File: src/rtl/uart_tx_arbiter.sv
// Round-robin arbiter sharing one UART TX serializer among NumReq byte requesters,
// one byte per grant, with a watchdog for a transmitter that never raises busy.
module uart_tx_arbiter #(
  parameter int unsigned NumReq       = 2,
  parameter int unsigned StartTimeout = 16
) (
  input  logic                      clk,
  input  logic                      reset,
  input  logic [NumReq-1:0]         req_i,
  input  logic [8*NumReq-1:0]       req_data_i,
  output logic [NumReq-1:0]         ack_o,
  output logic                      tx_start_o,
  output logic [7:0]                tx_data_o,
  input  logic                      tx_busy_i,
  output logic [$clog2(NumReq)-1:0] grant_id_o,
  output logic                      active_o,
  output logic                      timeout_err_o,
  output logic [15:0]               byte_count_o
);

  localparam int unsigned IdxW = $clog2(NumReq);
  localparam int unsigned WdW  = (StartTimeout > 2) ? $clog2(StartTimeout) : 1;
  // Watchdog value on the cycle whose increment would reach StartTimeout-1.
  localparam logic [WdW-1:0] WdLast = WdW'(StartTimeout - 2);

  typedef enum logic [1:0] {StIdle, StStart, StWaitAccept, StWaitDone} state_e;

  state_e          state_q, state_d;
  logic [IdxW-1:0] grant_q, grant_d;
  logic [IdxW-1:0] last_q, last_d;
  logic [IdxW-1:0] cand, winner;
  logic [7:0]      data_q, data_d;
  logic [WdW-1:0]  wd_q, wd_d;
  logic            err_q, err_d;
  logic [15:0]     count_q, count_d;
  logic [7:0]      req_bytes [NumReq];

  always_comb begin
    for (int i = 0; i < int'(NumReq); i++) begin
      req_bytes[i] = req_data_i[8*i +: 8];
    end
  end

  // Scan from furthest to nearest so the first set bit after last_q wins.
  always_comb begin
    winner = last_q;
    cand   = '0;
    for (int k = int'(NumReq); k >= 1; k--) begin
      cand = IdxW'((int'(last_q) + k) % int'(NumReq));
      if (req_i[cand]) begin
        winner = cand;
      end
    end
  end

  always_comb begin
    state_d = state_q;
    grant_d = grant_q;
    last_d  = last_q;
    data_d  = data_q;
    wd_d    = wd_q;
    err_d   = err_q;
    count_d = count_q;
    case (state_q)
      StIdle: begin
        if (|req_i && !tx_busy_i) begin
          grant_d = winner;
          data_d  = req_bytes[winner];
          state_d = StStart;
        end
      end
      StStart: begin
        last_d  = grant_q;
        wd_d    = '0;
        state_d = StWaitAccept;
      end
      StWaitAccept: begin
        if (tx_busy_i) begin
          state_d = StWaitDone;
        end else if (wd_q == WdLast) begin
          err_d   = 1'b1;
          state_d = StIdle;
        end else begin
          wd_d = wd_q + 1'b1;
        end
      end
      StWaitDone: begin
        if (!tx_busy_i) begin
          count_d = count_q + 16'd1;
          state_d = StIdle;
        end
      end
      default: state_d = StIdle;
    endcase
  end

  always_ff @(posedge clk) begin
    if (reset) begin
      state_q <= StIdle;
      grant_q <= '0;
      last_q  <= IdxW'(NumReq - 1);
      data_q  <= '0;
      wd_q    <= '0;
      err_q   <= 1'b0;
      count_q <= '0;
    end else begin
      state_q <= state_d;
      grant_q <= grant_d;
      last_q  <= last_d;
      data_q  <= data_d;
      wd_q    <= wd_d;
      err_q   <= err_d;
      count_q <= count_d;
    end
  end

  always_comb begin
    ack_o = '0;
    if (state_q == StStart) begin
      ack_o[grant_q] = 1'b1;
    end
  end

  assign tx_start_o    = (state_q == StStart);
  assign tx_data_o     = data_q;
  assign grant_id_o    = grant_q;
  assign active_o      = (state_q != StIdle);
  assign timeout_err_o = err_q;
  assign byte_count_o  = count_q;

endmodule

File: config.mk
export PLATFORM = sky130hd
export DESIGN_NAME = uart_tx_arbiter
export DESIGN_NICKNAME = d
export VERILOG_FILES = /design/src/rtl/uart_tx_arbiter.sv
export SDC_FILE = /design/constraint.sdc
export NUM_CORES = 1
export LEC_CHECK = 0
export CAP_MARGIN = 40
export CORE_MARGIN = 4
export CORE_UTILIZATION = 46
export DETAILED_ROUTE_END_ITERATION = 10
export PLACE_DENSITY = 0.87
export RECOVER_POWER = 25
export SLEW_MARGIN = 25
export SYNTH_ARGS = -nofsm -noshare
export SYNTH_HDL_FRONTEND = slang
export SYNTH_SLANG_ARGS = --single-unit
File: constraint.sdc
create_clock -name clk -period 5.07 [get_ports clk]
set_clock_uncertainty 0.1 [all_clocks]
set_input_delay 1.014 -clock clk [delete_from_list [all_inputs] [get_ports clk]]
set_output_delay 1.014 -clock clk [all_outputs]
set_load 0.02 [all_outputs]
==> run_results.csv, run 1 <==
group,metric,value,unit
run_status,outcome,"complete, no violations",
detailed_routing,met3_length,201,um
yosys,synth_most_common_cell,"dfxtp_1",
yosys,ys_warn_count,0,
place,dp_hpwl,2520,um
sta,slew_headroom,1.21,%
power,p_leak,0.868,nW
detailed_routing,routedWlPerCell,12.3,um
setup_path,worstPathCellList,"dlygate4sd3_1 -> clkbuf_1 -> inv_1 -> nand2_1 -> a21oi_1 -> a31o_1",
sta,post-route-min-period,3120,ps
detailed_routing,first_pass_iters,4,
clock_network,cts_tree,"yes",
sta,hold_slack,395,ps
die,ios,51,
detailed_routing,met2_length,1610,um
yosys,synth_top_area_share,39.9,%
yosys,netlist_area,1660,sq um
setup_path,path_delay_family,"buffers and inverters",
die,core,3420,sq um
setup_path,arrival,3250,ps
setup_path,path_buf_inv,3,
setup_path,crit_type,"in2reg",
clock_network,clk_path_buf_depth,2,
global_routing,grt_usage,16.5,%
yosys,synth_nets,209,
clock_network,cts_resized,0,
detailed_routing,post-route-drc-count,0,
power,p_total,639,uW
yosys,synth.distinct_cells,42,
yosys,synth.area.top_cells,"dfxtp_1 (40%), mux2i_1 (5.4%), nor2_1 (5.4%), ha_1 (5.3%), xnor2_1 (4.8%)",
clock_network,post_cts_buffers,0,
cells_and_area,area_growth,34.5,%
yosys,synth_seq_cells,33,
sta,setup_tns,0,ps
yosys,synth_edf_count,0,
yosys,synthArstFlopShare,0,%
cells_and_area,nFillCells,295,
die,die_x,68.0,um
die,start_util,48.5,%
place,finalWeightedCongestion,0.853,
setup_path,worst_ep_required_time,5200,ps
detailed_routing,m1WireLength,1550,um
global_routing,antenna_found_initial,0,
detailed_routing,drtIter0Drc,69,
yosys,ys.flop_type,"dfxtp_1",
place,placedCellCount,272,
clock_network,cts_sinks,33,
place,io_buffers,50,
global_routing,grt_max_degree,35,
cells_and_area,fin_cells,280,
cells_and_area,fin_nets,261,
power,power.density,287,nW/um^2
sta,tightest_slew,1480,ps
setup_path,cp-end-kind,"flip-flop",
yosys,syn_inst,181,
hold_path,hp-class,"reg2reg",
cells_and_area,antenna_cells,0,
setup_path,critPathMaxStageDelay,1070,ps
power,ir_drop,0.201,mV
sta,finalHoldViolations,0,
setup_path,start_kind,"input port",
global_routing,grt_pass1_vias,1361,
clock_network,root_buffer,"clkbuf_4",
sta,finalMaxSlewViolations,0,
detailed_routing,viasPerCell,5.24,
detailed_routing,drtAntennaViolNets,0,
die,rows,21,
cells_and_area,utilization,65.2,%
clock_network,clkTransAtPathRegs,90,ps
die,dieArea,4630,sq um
sta,rsz0062_at_grt,"false",
yosys,syn_avg_cell_area,9.15,sq um
global_routing,grt_pass1_wl,5800,um
yosys,synth_top_cell_by_area,"dfxtp_1",
clock_network,htree_levels,2,
clock_network,tritoncts.num_buffers,5,
setup_path,cp_slowest_cell,"clkbuf_1",
detailed_routing,routed_wl,3440,um
setup_path,cp_max_fo,34,
sta,max_freq,320,MHz
die,die_y,68.0,um
clock_network,clock_latency,330,ps
sta,setup_viol,0,
yosys,yosysSeqAreaShare,39.9,%
run,drv_cap,0,
clock_network,holdBufCountCts,0,
detailed_routing,vias,1468,
sta,period_share,61.6,%
detailed_routing,highest-signal-layer,"met4",
yosys,synth.cells.most_frequent,"dfxtp_1 (33), nor2_1 (24), nand2_1 (12)",
cells_and_area,drive_gt1_share,7.69,%
global_routing,overflow,0,
==> power breakdown <==
part | leakage [nW] | switching [mW] | internal, mW | total, mW
clock network | 0.0265 | 0.0832 | 0.0552 | 0.138
registers | 0.268 | 0.0141 | 0.279 | 0.293
logic | 0.573 | 0.109 | 0.0987 | 0.208
total | 0.868 | 0.206 | 0.433 | 0.639
==> placed cells by master, fill, tap and decap left out, types with 2 or more instances in the layout <==
master	synthesis	routed
o21ai_0	4	4
a211o_1	2	2
nor2_1	24	24
a21oi_1	9	9
nand2_1	12	12
xor2_1	3	3
mux2i_1	9	9
nor3_1	6	6
clkdlybuf4s50_1	0	49
dfxtp_1	33	33
a31o_1	2	2
a211oi_1	8	8
xnor2_1	9	9
nor2_2	2	2
clkbuf_4	0	5
ha_1	7	7
and3_1	3	3
and2_1	3	3
clkbuf_1	2	4
nor4_1	4	4
nand4_1	3	3
nand3_1	4	4
inv_1	10	10
==> worst min-delay path: cells and delay by family (launching register included) <==
kind             cells  cell delay [ps]
AO/OA/AOI/OAI        1               50
AND/OR/NAND/NOR      1               70
flip-flops           1              340
==> final timing paths <==
path                                     from               end  slack [ps]  depth (start not counted)
worst min-delay path            timeout_err_o     timeout_err_o         400                          2
worst max-delay path                    reset  byte_count_o[15]        1950                          6
worst max register to register     state_q[1]        state_q[1]        3280                          6
worst min register to register  timeout_err_o     timeout_err_o         400                          2
==> registers in the layout, summed over array words and instances (netlist names) <==
register / flops
byte_count_o: 16
tx_data_o: 8
wd_q: 4
state_q: 2
grant_id_o: 1
last_q: 1
timeout_err_o: 1
==> layout make-up <==
cell class / instances / area [sq um] / share of cell area (%)
inverters: 10 / 37.5 / 1.68
flip-flops and latches: 33 / 661 / 29.6
repair buffers: 51 / 504 / 22.6
well taps: 46 / 57.6 / 2.58
multi-input cells: 132 / 920 / 41.3
clock buffers: 8 / 48.8 / 2.19
==> logic make-up after synthesis <==
family,after synthesis,synth area share (%)
AO/OA/AOI/OAI,33,14.4
flip-flops,33,39.9
AND/OR/NAND/NOR,71,24.0
XOR/XNOR,12,6.34
multiplexers,9,5.44
adder cells (fa/ha/maj),7,5.29
buffers and inverters,16,4.61
==> metrics by stage <==
| stage | area (sq um) | worst slack (ps) |
|---|---|---|
| 4_1_cts | 2230 | 2160 |
| 5_1_grt | 2230 | 1790 |
| 3_3_place_gp | 2180 | 2330 |
| 2_1_floorplan | 1660 | 2900 |
| 3_5_place_dp | 2180 | 2250 |
| 6_report | 2230 | 1950 |
==> layer usage <==
| layer | up-vias | GRT usage (%) |
|---|---|---|
| met2 | 51 | 28.4 |
| met3 | 11 | 4.43 |
| met1 | 665 | 18.8 |
| li1 | 741 | - |
| met4 | 0 | 7.44 |
| met5 | - | 0 |
No activity file was read; power rests on OpenSTA's default activity.
==> inputs of run 2 (changes only) <==
--- a/config.mk
+++ b/config.mk
@@ -7,9 +7,9 @@
 export LEC_CHECK = 0
 export CAP_MARGIN = 40
 export CORE_MARGIN = 4
-export CORE_UTILIZATION = 46
+export CORE_UTILIZATION = 42
 export DETAILED_ROUTE_END_ITERATION = 10
-export PLACE_DENSITY = 0.87
+export PLACE_DENSITY = 0.84
 export RECOVER_POWER = 25
 export SLEW_MARGIN = 25
 export SYNTH_ARGS = -nofsm -noshare
==> constraint.sdc (replaced) <==
create_clock -name clk -period 2.8 [get_ports clk]
set_clock_uncertainty 0.1 [all_clocks]
set_input_delay 0.56 -clock clk [delete_from_list [all_inputs] [get_ports clk]]
set_output_delay 0.56 -clock clk [all_outputs]
set_load 0.02 [all_outputs]
==> run_results.csv, run 2 (synthesis gave the netlist of run 1 again) <==
group,metric,value,unit
global_routing,antenna_found_initial,0,
die,start_util,44.3,%
power,ir_drop,0.288,mV
detailed_routing,vias,1448,
die,dieArea,5010,sq um
sta,layout_setup_ws,444,ps
setup_path,timing.rr.end,"byte_count_o[15]",
sta,rsz0062_at_grt,"false",
place,io_buffers,50,
sta,setup_viol,0,
die,die_x,70.8,um
clock_network,clock_latency,280,ps
sta,setup_tns,0,ps
sta,tightest_slew,597,ps
die,die_y,70.8,um
clock_network,post_cts_buffers,0,
setup_path,r2r_slack,870,ps
clock_network,clk_path_buf_depth,2,
cells_and_area,layout.cells.most_common_list,"clkdlybuf4s50_1 (46), dfxtp_1 (33), nor2_1 (24)",
global_routing,grt_usage,15.0,%
cells_and_area,drive_gt1_share,7.73,%
setup_path,worst_ep_required_time,2140,ps
setup_path,start_kind,"flip-flop",
place,preCtsSetupSlack,469,ps
detailed_routing,routedWlPerCell,12.7,um
setup_path,cp_max_fo,4,
setup_path,r2r-start,"state_q[1]",
detailed_routing,routed_wl,3580,um
sta,max_freq,424,MHz
detailed_routing,drtAntennaViolNets,0,
clock_network,clkTransAtPathRegs,60,ps
power,p_leak,0.865,nW
clock_network,tritoncts.num_buffers,5,
cells_and_area,final_common_cell,"clkdlybuf4s50_1",
power,power.density,549,nW/um^2
hold_path,hold_depth,2,
cells_and_area,area_growth,37.1,%
global_routing,overflow,0,
cells_and_area,multi_input_area,906,sq um
clock_network,htree_levels,2,
setup_path,cp-end-kind,"output port",
setup_path,r2r_cells,5,
die,core,3740,sq um
hold_path,hp-class,"reg2reg",
place,finalWeightedCongestion,0.850,
sta,finalHoldViolations,0,
detailed_routing,drtIter0Drc,48,
sta,hold_slack,394,ps
clock_network,cts_resized,0,
setup_path,crit_type,"reg2out",
run,drv_cap,0,
place,dp_hpwl,2750,um
clock_network,holdBufCountCts,0,
die,ios,51,
run_status,outcome,"complete, no violations",
sta,finalMaxSlewViolations,0,
clock_network,cts_sinks,33,
clock_network,root_buffer,"clkbuf_8",
detailed_routing,viasPerCell,5.15,
sta,slew_headroom,60.2,%
sta,post-route-min-period,2360,ps
cells_and_area,antenna_cells,0,
cells_and_area,seqCellArea,661,sq um
hold_path,hp-start,"tx_data_o[1]",
cells_and_area,fin_nets,261,
global_routing,grt_pass1_wl,6050,um
sta,period_share,84.1,%
detailed_routing,first_pass_iters,4,
setup_path,arrival,1700,ps
clock_network,cts_tree,"yes",
cells_and_area,largest_register_ffs,16,
global_routing,grt_max_degree,23,
hold_path,min_to,"tx_data_o[1]",
die,rows,22,
detailed_routing,post-route-drc-count,0,
cells_and_area,nFillCells,346,
global_routing,grt_pass1_vias,1383,
run 2: worst max-delay path by stage:
stage,cells after the start,from,slack [ps],endpoint
final,4,state_q[0],440,active_o
after global routing,4,state_q[1],330,active_o
after CTS,4,state_q[0],430,active_o
after detailed placement,5,tx_busy_i,470,tx_data_o[4]
after global placement,5,tx_busy_i,520,tx_data_o[1]
after floorplan,5,tx_busy_i,1080,byte_count_o[13]
run 2: where the power goes:
group	switching, mW	internal (mW)	total, mW
Sequential	0.0243	0.505	0.530
Combinational	0.195	0.177	0.373
Clock	0.150	0.194	0.344
Total	0.369	0.877	1.25
run 2: final cells by class:
| cell class | instances | area share, % |
|---|---|---|
| multi-input combinational | 132 | 39.9 |
| sequential | 33 | 29.1 |
| timing repair buffer | 51 | 22.9 |
| clock buffer | 7 | 3.80 |
| tap | 48 | 2.64 |
| inverter | 10 | 1.65 |
run 2: layer usage:
metal | wire length, um | share of wire (%) | GRT usage, % | up-vias
met5 | 0 | 0 | 0 | -
met4 | 87 | 2.4 | 7.93 | 0
met3 | 167 | 4.7 | 4.26 | 9
met2 | 1850 | 52 | 26.4 | 35
met1 | 1480 | 41 | 16.3 | 658
li1 | - | - | - | 746
run 2: metrics by stage:
| stage | power (mW) | cell area [sq um] | cells | util [%] |
|---|---|---|---|---|
| after global routing | 1.32 | 2270 | 281 | 60.7 |
| final | 1.25 | 2270 | 281 | 60.7 |
| after global placement | 0.915 | 2200 | 274 | 58.7 |
| after floorplan | 0.781 | 1660 | 181 | - |
| after CTS | 1.27 | 2280 | 281 | 61.0 |
| after detailed placement | 0.921 | 2200 | 274 | 58.7 |
run 2: critical path, stage by stage (launching register included):
cell and delay (ps):
dfxtp_1 360, inv_1 100, ha_1 240, inv_1 100, clkdlybuf4s50_1 620
